[src/rtl/alu_share_arbiter_pkg.sv]
// Shared definitions for the ALU share arbiter: ALU opcodes, enables, arbiter state encodings.
package alu_share_arbiter_pkg;

    localparam int unsigned ALU_OP_W = 3;

    // ALU opcode encodings; 3'b111 and the remaining codes are undefined
    localparam logic [ALU_OP_W-1:0] ALU_AND = 3'b000;
    localparam logic [ALU_OP_W-1:0] ALU_OR  = 3'b001;
    localparam logic [ALU_OP_W-1:0] ALU_ADD = 3'b010;
    localparam logic [ALU_OP_W-1:0] ALU_XOR = 3'b100;
    localparam logic [ALU_OP_W-1:0] ALU_SUB = 3'b110;

    localparam logic ENABLE  = 1'b1;
    localparam logic DISABLE = 1'b0;

    // Arbiter state encodings
    localparam logic [1:0] ARB_IDLE  = 2'b00;
    localparam logic [1:0] ARB_ISSUE = 2'b01;
    localparam logic [1:0] ARB_RESP  = 2'b10;

endpackage

[src/rtl/alu_share_arbiter_rr_priority_picker.sv]
// Round-robin priority picker: first set request scanning upward from ptr+1 with wrap-around.
module rr_priority_picker #(
    parameter int unsigned NUM_REQ = 3,
    parameter int unsigned IDX_W   = (NUM_REQ > 1) ? $clog2(NUM_REQ) : 1
) (
    input  logic [NUM_REQ-1:0] req,
    input  logic [IDX_W-1:0]   ptr,
    output logic [NUM_REQ-1:0] grant,
    output logic [IDX_W-1:0]   idx,
    output logic               any
);

    int unsigned cand;

    // Scan candidates ptr+1 .. ptr+NUM_REQ (mod NUM_REQ); the first requester found wins
    always_comb begin
        grant = '0;
        idx   = '0;
        any   = 1'b0;
        cand  = 0;
        for (int unsigned i = 1; i <= NUM_REQ; i++) begin
            cand = (32'(ptr) + i) % NUM_REQ;
            if (!any && req[IDX_W'(cand)]) begin
                any                 = 1'b1;
                grant[IDX_W'(cand)] = 1'b1;
                idx                 = IDX_W'(cand);
            end
        end
    end

endmodule

[src/rtl/alu_share_arbiter.sv]
// Shares one combinational ALU between NUM_REQ requesters, one transaction in flight at a time.
module alu_share_arbiter
    import alu_share_arbiter_pkg::*;
#(
    parameter int unsigned NUM_REQ    = 3,
    parameter int unsigned DATA_WIDTH = 32,
    parameter int unsigned OP_WIDTH   = 3
) (
    input  logic                           clk,
    input  logic                           reset,
    input  logic [NUM_REQ-1:0]             req_valid,
    output logic [NUM_REQ-1:0]             req_ready,
    input  logic [NUM_REQ*OP_WIDTH-1:0]    req_op,
    input  logic [NUM_REQ*DATA_WIDTH-1:0]  req_a,
    input  logic [NUM_REQ*DATA_WIDTH-1:0]  req_b,
    output logic [NUM_REQ-1:0]             rsp_valid,
    output logic [DATA_WIDTH-1:0]          rsp_result,
    output logic                           rsp_zero,
    output logic                           rsp_illegal,
    output logic [OP_WIDTH-1:0]            alu_operation,
    output logic [DATA_WIDTH-1:0]          alu_operand_1,
    output logic [DATA_WIDTH-1:0]          alu_operand_2,
    input  logic [DATA_WIDTH-1:0]          alu_result,
    input  logic                           alu_zero,
    output logic                           busy
);

    localparam int unsigned IDX_W = (NUM_REQ > 1) ? $clog2(NUM_REQ) : 1;

    logic [1:0]          state, state_nxt;
    logic [IDX_W-1:0]    rr_ptr;
    logic [IDX_W-1:0]    grant_idx;
    logic                illegal_q;

    logic                arb_en;
    logic [NUM_REQ-1:0]  pick_grant;
    logic [IDX_W-1:0]    pick_idx;
    logic                pick_any;
    logic [OP_WIDTH-1:0] op_sel;
    logic                op_legal;

    // Arbitration is only open while no operation occupies the ALU
    assign arb_en = (state == ARB_IDLE) || (state == ARB_RESP);

    rr_priority_picker #(
        .NUM_REQ (NUM_REQ),
        .IDX_W   (IDX_W)
    ) u_picker (
        .req   (req_valid & {NUM_REQ{arb_en}}),
        .ptr   (rr_ptr),
        .grant (pick_grant),
        .idx   (pick_idx),
        .any   (pick_any)
    );

    assign req_ready = pick_grant;

    // Select the winner's opcode and classify it before it is latched
    always_comb begin
        op_sel   = req_op[pick_idx*OP_WIDTH +: OP_WIDTH];
        op_legal = (op_sel == OP_WIDTH'(ALU_AND)) || (op_sel == OP_WIDTH'(ALU_OR))  ||
                   (op_sel == OP_WIDTH'(ALU_XOR)) || (op_sel == OP_WIDTH'(ALU_ADD)) ||
                   (op_sel == OP_WIDTH'(ALU_SUB));
    end

    // Next-state: a handshake always launches ISSUE, ISSUE always moves to RESP
    always_comb begin
        state_nxt = state;
        case (state)
            ARB_IDLE:  if (pick_any) state_nxt = ARB_ISSUE;
            ARB_ISSUE: state_nxt = ARB_RESP;
            ARB_RESP:  state_nxt = pick_any ? ARB_ISSUE : ARB_IDLE;
            default:   state_nxt = ARB_IDLE;
        endcase
    end

    // State, pointer, ALU input registers and captured response
    always_ff @(posedge clk or posedge reset) begin
        if (reset) begin
            state         <= ARB_IDLE;
            rr_ptr        <= IDX_W'(NUM_REQ - 1);
            grant_idx     <= '0;
            illegal_q     <= DISABLE;
            alu_operation <= OP_WIDTH'(ALU_ADD);
            alu_operand_1 <= '0;
            alu_operand_2 <= '0;
            rsp_result    <= '0;
            rsp_zero      <= 1'b0;
            rsp_illegal   <= 1'b0;
            rsp_valid     <= '0;
            busy          <= 1'b0;
        end else begin
            state     <= state_nxt;
            busy      <= (state_nxt != ARB_IDLE);
            rsp_valid <= '0;
            if (pick_any) begin
                rr_ptr        <= pick_idx;
                grant_idx     <= pick_idx;
                illegal_q     <= !op_legal;
                alu_operation <= op_legal ? op_sel : OP_WIDTH'(ALU_ADD);
                alu_operand_1 <= req_a[pick_idx*DATA_WIDTH +: DATA_WIDTH];
                alu_operand_2 <= req_b[pick_idx*DATA_WIDTH +: DATA_WIDTH];
            end
            if (state == ARB_ISSUE) begin
                rsp_result  <= alu_result;
                rsp_zero    <= alu_zero;
                rsp_illegal <= illegal_q;
                rsp_valid   <= NUM_REQ'(1) << grant_idx;
            end
        end
    end

endmodule
[config.mk]
export PLATFORM = sky130hd
export DESIGN_NAME = alu_share_arbiter
export DESIGN_NICKNAME = d
export VERILOG_FILES = /design/src/rtl/alu_share_arbiter_pkg.sv /design/src/rtl/alu_share_arbiter_rr_priority_picker.sv /design/src/rtl/alu_share_arbiter.sv
export SDC_FILE = /design/constraint.sdc
export NUM_CORES = 1
export LEC_CHECK = 0
export ABC_AREA = 1
export CAP_MARGIN = 40
export CORE_AREA = 2 2 135 137
export CTS_BUF_LIST = sky130_fd_sc_hd__clkbuf_4 sky130_fd_sc_hd__clkbuf_8
export CTS_CLUSTER_DIAMETER = 30
export DETAILED_ROUTE_END_ITERATION = 8
export DIE_AREA = 0 0 137 139
export GPL_TIMING_DRIVEN = 0
export PLACE_DENSITY = 0.72
export REMOVE_ABC_BUFFERS = 1
export SLEW_MARGIN = 0
export SYNTH_ARGS = -nofsm -noshare
export SYNTH_HDL_FRONTEND = slang
export SYNTH_SLANG_ARGS = --single-unit
[constraint.sdc]
create_clock -name clk -period 4.4 [get_ports clk]
set_input_delay 0.88 -clock clk [delete_from_list [all_inputs] [get_ports clk]]
set_output_delay 0.88 -clock clk [all_outputs]
set_load 0.02 [all_outputs]
==> results of run 1 <==
[registers in the layout, summed over array words and instances, names as in the netlist]
name           count
alu_operand_1     32
alu_operand_2     32
alu_operation      3
busy               1
grant_idx          1
illegal_q          1
rr_ptr             2
rsp_illegal        1
rsp_result        32
rsp_valid          3
rsp_zero           1
state              2
[stage by stage]
step | area (um2) | hold slack [ps]
2_1_floorplan | 5430 | 432
3_3_place_gp | 9180 | 454
3_5_place_dp | 9450 | 457
4_1_cts | 9660 | 480
5_1_grt | 9660 | 495
6_report | 9660 | 477
[how the worst max path moves through the flow]
stage                        end  slack, ps  depth (start not counted)
2_1_floorplan  alu_operand_1[26]      -1440                         11
3_3_place_gp   alu_operand_1[28]      -5220                          9
3_5_place_dp   alu_operand_1[31]        630                         11
4_1_cts             req_ready[1]        600                         10
5_1_grt             req_ready[1]        450                          9
6_report            req_ready[1]        650                          9
[area by class of cell]
cell class	count	area [um2]	share of cell area (%)
multi-input cells	514	2550	26.4
clock buffers	10	138	1.42
well taps	229	287	2.97
clock inverters	6	75.1	0.777
repair buffers	357	3720	38.5
inverters	29	114	1.18
flip-flops and latches	111	2780	28.8
[layer usage]
metal,global-route usage (%),share of wire [%],up-vias
met1,28.8,41,2886
li1,-,-,2992
met3,4.39,6.4,36
met5,0,0,-
met4,7.81,2.5,0
met2,36.8,50,213
[Yosys cell counts, drive strengths merged]
cell type	number	share of area, %
a21oi	59	5.6
a22oi	30	3.9
buf	34	4.1
clkbuf	15	0.98
dfrtp	109	48
dfstp	2	0.92
ha	4	0.88
inv	29	1.9
nand2	161	11
nand3	24	2.3
nand4	4	0.55
nor2	120	8.0
nor3	4	0.44
o211ai	6	0.79
o21ai	69	6.2
o21bai	1	0.13
o221ai	2	0.31
o31ai	30	3.9
[kinds of logic (layout without fill, tap and decap cells)]
logic type | after synthesis | in the layout
flops | 111 | 111
buf+inv | 78 | 402
simple gates | 313 | 313
compound gates | 197 | 197
fa+ha+maj | 4 | 4
[report_power, final]
| part | internal [W] | switching, W |
|---|---|---|
| sequential | 0.00159 | 0.000279 |
| combinational | 0.00240 | 0.00336 |
| clock | 0.000289 | 0.000390 |
| total | 0.00428 | 0.00403 |
==> metrics.md, run 1 <==
| Metric | Value |
|---|---|
| Register area share after synthesis | `48.6%` |
| Post-route minimum period | `3750 ps` |
| Worst Path Max Fanout | `5` |
| Pwr Total | `roughly 0.0083 W` |
| CP Capture Type | `output port` |
| Yosys warns | `0` |
| Critical Path AT | `about 2900 ps` |
| 1st-iter DRT viols | `approximately 330` |
| Least-Margin Pin Slew | `834 ps` |
| Max Slew Vio Count | `0` |
| Largest family of logic cells by synthesized area | `simple AND/OR/NAND/NOR gates` |
| Vias | `6127` |
| Wire per inst | `17.1 um` |
| # clock sinks | `roughly 110` |
| FF+latch count, synth | `111` |
| Power Dens Cells | `~860 nW/um2` |
| Layout Skew | `around 18 ps` |
| Crit Path Class | `reg2out` |
| Fin util | `around 55%` |
| Number of antenna violations at the first check in global routing | `0` |
| Cell-by-cell trace of the critical path | `inv_1, ha_1, inv_2, nand3_2, nand2_2, a21oi_4, nand3_1, o221ai_1, clkdlybuf4s50_1` |
| Most frequent cells in the layout | `clkdlybuf4s50_1 (346), nand2_1 (150), nor2_1 (118)` |
| Most common cell after layout, fill and taps aside | `clkdlybuf4s50_1` |
| Final WS setup | `646 ps` |
| Root Driver | `clkbuf_8` |
| Die area | `19000 um2` |
| Post-Synth Adder-Cell Area | `less than 1%` |
| # nets final | `1265` |
| Hold depth | `1` |
| Initial Util | `32.4%` |
| Worst VDD drop | `0.00104 V` |
| Min-delay src | `grant_idx[1]` |
| Global route total overflow | `0` |
| Reg2reg end | `alu_operand_1[27]` |
| Post-Synth XOR/XNOR Area | `0%` |
| HPWL Detailed | `16100 um` |
| Port bufs | `346` |
| CP startpoint kind | `flop` |
| Vias in the first global route | `5953` |
| Clock transition at path regs | `120 ps` |
| Global Route Usage Sum | `between 20% and 30%` |
| Crit share post-route | `85.3%` |
| CTS tree | `done` |
| Max Root-Sink Buffers | `2` |
| Worst rel slew slack | `approximately 44%` |
| Num CTS Buffers | `9` |
| Final wirelength | `21500 um` |
| DRC | `0` |
| Antenna violation net count after detailed routing | `0` |
| Routability cong. | `approximately 0.86` |
| Max-cap violations | `0` |
| Post-synthesis mux area share | `0%` |
| RSZ-0062 raised after global routing | `false` |
| Pre-CTS WS | `roughly 630 ps` |
| Critical path's largest stage delay | `650 ps` |
| Crit. Startpoint | `rr_ptr[1]` |
| Die Wd | `137 um` |
| Filler Cell Count | `1649` |
| Die height | `139 um` |
| Critical Path RT | `3520 ps` |
| Largest net degree at the start of global routing | `74` |
| Hold/Removal Path Class | `reg2reg` |
| Compound-Gate Fraction of Synth Area | `a little over a fifth` |
| Drt first pass iters | `4` |
| Area Overhead vs Synth | `69.0%` |
| Final Setup Violations | `0` |
| Layout cells sized above 1 | `5.55%` |
| Crit-path leading delay family | `buffers and inverters` |
| Syn Area/Cell | `slightly above 8 um2` |
| FF-to-FF path depth | `13` |
| Status | `completed` |
| Post-cts sizing count | `0` |
| Setup TNS | `0 ps` |
| Ant. Diodes | `0` |
| Dpl cells | `1240` |
| Flop2flop setup slack | `990 ps` |
| Post-CTS Setup Bufs | `0` |
| Mapped cell area | `5720 um2` |
| Bufs and invs on worst path | `3` |
| H-Tree Level Count | `3` |
| Reg2reg start | `rr_ptr[1]` |
| Syn Inst Count | `roughly 700` |
| Finished Layout Cells | `1256` |
| Critical-path top delay cell | `clkdlybuf4s50_1` |
| Unique masters post-synth | `32` |
| IO Pins | `between 300 and 400` |
| Insertion delay to the later sink of the worst-skew pair | `380 ps` |
| Hold Fails Final Rpt | `0` |
| Core area | `roughly 18000 um2` |
| # rows | `49` |
| Hold EP | `rsp_valid[0]` |
| Post-CTS Hold Buffers | `0` |
| Leakage power | `slightly above 4 nW` |
| Fmax | `0.266 GHz` |
| Post-DR vias/cell | `4.88` |
| Simple-gate portion of the synthesized area | `22.6%` |
| Global-route wire length before repair | `32800 um` |
Power figures use the tool's default switching activity.
==> run 2, diff against run 1 <==
CORE_AREA = 2 2 136 138   (was 2 2 135 137)
DIE_AREA = 0 0 138 140   (was 0 0 137 139)
PLACE_DENSITY = 0.71   (was 0.72)
==> run 2 against run 1 <==
Maximum frequency down 0.18%. Global-route usage down 0.61 points. Via count down 0.65%. Clock skew down 4.8 ps. Sequential share of layout area up 0.071 points. Highest routed layer unchanged. Largest cell class unchanged. Flip-flop and latch count unchanged. Cell count about the same. Critical endpoint is now req_ready[2].
==> metrics.md, run 2 (synthesis results as in run 1) <==
| Metric | Value |
|---|---|
| Status | `completed` |
| Antenna violation net count after detailed routing | `0 (unchanged)` |
| Least-Margin Pin Slew | `868 ps (+34.4 ps)` |
| Global route total overflow | `0 (unchanged)` |
| Post-CTS Hold Buffers | `0 (unchanged)` |
| FF-to-FF path depth | `13 (unchanged)` |
| # nets final | `1264 (-0.079%)` |
| Layout cells sized above 1 | `5.46% (-0.092 points)` |
| Pre-CTS WS | `591 ps (-42.4 ps)` |
| Levels on crit path | `12 (+3)` |
| # clock sinks | `111 (unchanged)` |
| Area Overhead vs Synth | `68.6%` |
| Critical path's largest stage delay | `630 ps (-20 ps)` |
| Drt first pass iters | `6 (+2)` |
| Dpl cells | `1239 (-0.081%)` |
| Most used cell, CP | `nand2_2` |
| RSZ-0062 raised after global routing | `false` |
| # rows | `49 (unchanged)` |
| Area of placed instances | `9400 um2 (-0.50%)` |
| Core area | `17800 um2 (+0.69%)` |
| CP Capture Type | `output port` |
| Reg2reg start | `rr_ptr[1]` |
| Flop2flop setup slack | `990 ps (about the same)` |
| Ant. Diodes | `0 (unchanged)` |
| Critical-path top delay cell | `clkdlybuf4s50_1` |
| Most common cell after layout, fill and taps aside | `clkdlybuf4s50_1` |
| Bufs and invs on worst path | `4 (+1)` |
| Initial Util | `32.2% (-0.22 points)` |
| Die height | `140 um (+0.72%)` |
| Post-cts sizing count | `0 (unchanged)` |
| Vias | `6087 (-0.65%)` |
| DRC | `0 (unchanged)` |
| Worst Path Max Fanout | `5 (unchanged)` |
| Routability cong. | `0.833 (-2.6%)` |
| Global-route wire length before repair | `33100 um (+0.97%)` |
| Num CTS Buffers | `9 (unchanged)` |
| Post-CTS Setup Bufs | `0 (unchanged)` |
| Port bufs | `346 (unchanged)` |
| Vias in the first global route | `5889 (-1.1%)` |
| Final Setup Violations | `0 (unchanged)` |
| 1st-iter DRT viols | `266 (-18%)` |
| Clock transition at path regs | `110 ps (about the same)` |
| Cell-by-cell trace of the critical path | `inv_1, ha_1, inv_2, nand2_2, nor2_4, inv_2, nand2_2, nand2_2, nand2_1, nand2_2, o21ai_0, clkdlybuf4s50_1` |
| Global Route Usage Sum | `21.6% (-0.61 points)` |
| Hold depth | `1 (unchanged)` |
| Die Wd | `138 um (+0.73%)` |
| Final wirelength | `21600 um (+0.36%)` |
| Critical Path AT | `2880 ps (about the same)` |
| Reg2reg end | `alu_operand_1[30]` |
| Hold Fails Final Rpt | `0 (unchanged)` |
| IO Pins | `347 (unchanged)` |
| Switching share of power | `48.3% (-0.23 points)` |
| Post-DR vias/cell | `4.85 (-0.57%)` |
| Finished Layout Cells | `1255 (-0.080%)` |
| Worst rel slew slack | `42.1% (-2.3 points)` |
| Fin area | `9640 um2 (-0.25%)` |
| Int Pwr | `0.00429 W (+0.16%)` |
| Crit share post-route | `85.5% (+0.16 points)` |
| Crit Path Class | `reg2out` |
| Wire per inst | `17.2 um (+0.44%)` |
| HPWL Detailed | `15800 um (-2.3%)` |
| Max Slew Vio Count | `0 (unchanged)` |
| Min-delay src | `grant_idx[1]` |
| Final WS setup | `639 ps (-6.90 ps)` |
| Most frequent cells in the layout | `clkdlybuf4s50_1 (346), nand2_1 (150), nor2_1 (118)` |
| Max-cap violations | `0 (unchanged)` |
| Largest net degree at the start of global routing | `74 (unchanged)` |
| Max Root-Sink Buffers | `2 (unchanged)` |
| Worst VDD drop | `0.000947 V (-8.7%)` |
| CTS tree | `done` |
| Post-route minimum period | `3760 ps (+6.90 ps)` |
| Largest regs | `alu_operand_1 x32, alu_operand_2 x32, rsp_result x32` |
| Power Dens Cells | `860 nW/um2 (about the same)` |
| Hold/Removal Path Class | `reg2reg` |
| Critical Path RT | `3520 ps (about the same)` |
| Reg power frac | `22.6% (about the same)` |
| Comb power frac | `68.5% (-0.8 points)` |
| Switching power of the nets | `0.00400 W (-0.76%)` |
| Number of antenna violations at the first check in global routing | `0 (unchanged)` |
| CP startpoint kind | `flop` |
| Fmax | `0.266 GHz (-0.18%)` |
| Hold EP | `rsp_valid[1]` |
| Crit. Startpoint | `rr_ptr[1]` |
| Die area | `19300 um2 (+1.5%)` |
| Clock network fraction of design power | `8.9% (+0.7 points)` |
| H-Tree Level Count | `3 (unchanged)` |
| Layout Skew | `12.8 ps (-4.85 ps)` |
| Crit-path leading delay family | `buffers and inverters` |
| Leakage power | `4.10 nW (-0.15%)` |
| Insertion delay to the later sink of the worst-skew pair | `400 ps (+20 ps)` |
| Root Driver | `clkbuf_8` |
[run 2: worst max-delay path by stage]
stage | end | slack [ps]
2_1_floorplan | alu_operand_1[26] | -1440
3_3_place_gp | alu_operand_2[31] | -5400
3_5_place_dp | alu_operand_1[30] | 590
4_1_cts | req_ready[2] | 590
5_1_grt | req_ready[2] | 440
6_report | req_ready[2] | 640
[run 2: per-stage QoR]
step	power, W	util (%)	hold WS (ps)	setup TNS (ps)
after floorplan	0.00506	-	432	-61850
after global placement	0.00673	51.6	453	-461980
after detailed placement	0.00764	52.9	457	0
after CTS	0.00839	54.2	477	0
after global routing	0.00897	54.2	501	0
final	0.00829	54.2	474	0
[run 2: power by group through the flow]
stage	logic [W]	clock network (W)	registers (W)
final	0.00568	0.000735	0.00187
after global routing	0.00623	0.000793	0.00194
after CTS	0.00576	0.000759	0.00188
after detailed placement	0.00575	0	0.00189
after global placement	0.00488	0	0.00184
after floorplan	0.00261	0	0.00245
[run 2: layout make-up]
class	count	area (um2)
clock buffer	12	159
clock inverter	4	77.6
fill	1683	8140
inverter	29	114
multi-input combinational	514	2550
sequential	111	2780
tap	229	287
timing repair buffer	356	3670
[run 2: routing by layer]
metal | global-route usage, % | vias up | share of wire (%)
li1 | - | 2989 | -
met1 | 26.8 | 2838 | 41
met2 | 36.5 | 216 | 49
met3 | 4.79 | 44 | 6.4
met4 | 9.34 | 0 | 3.5
met5 | 0 | - | 0
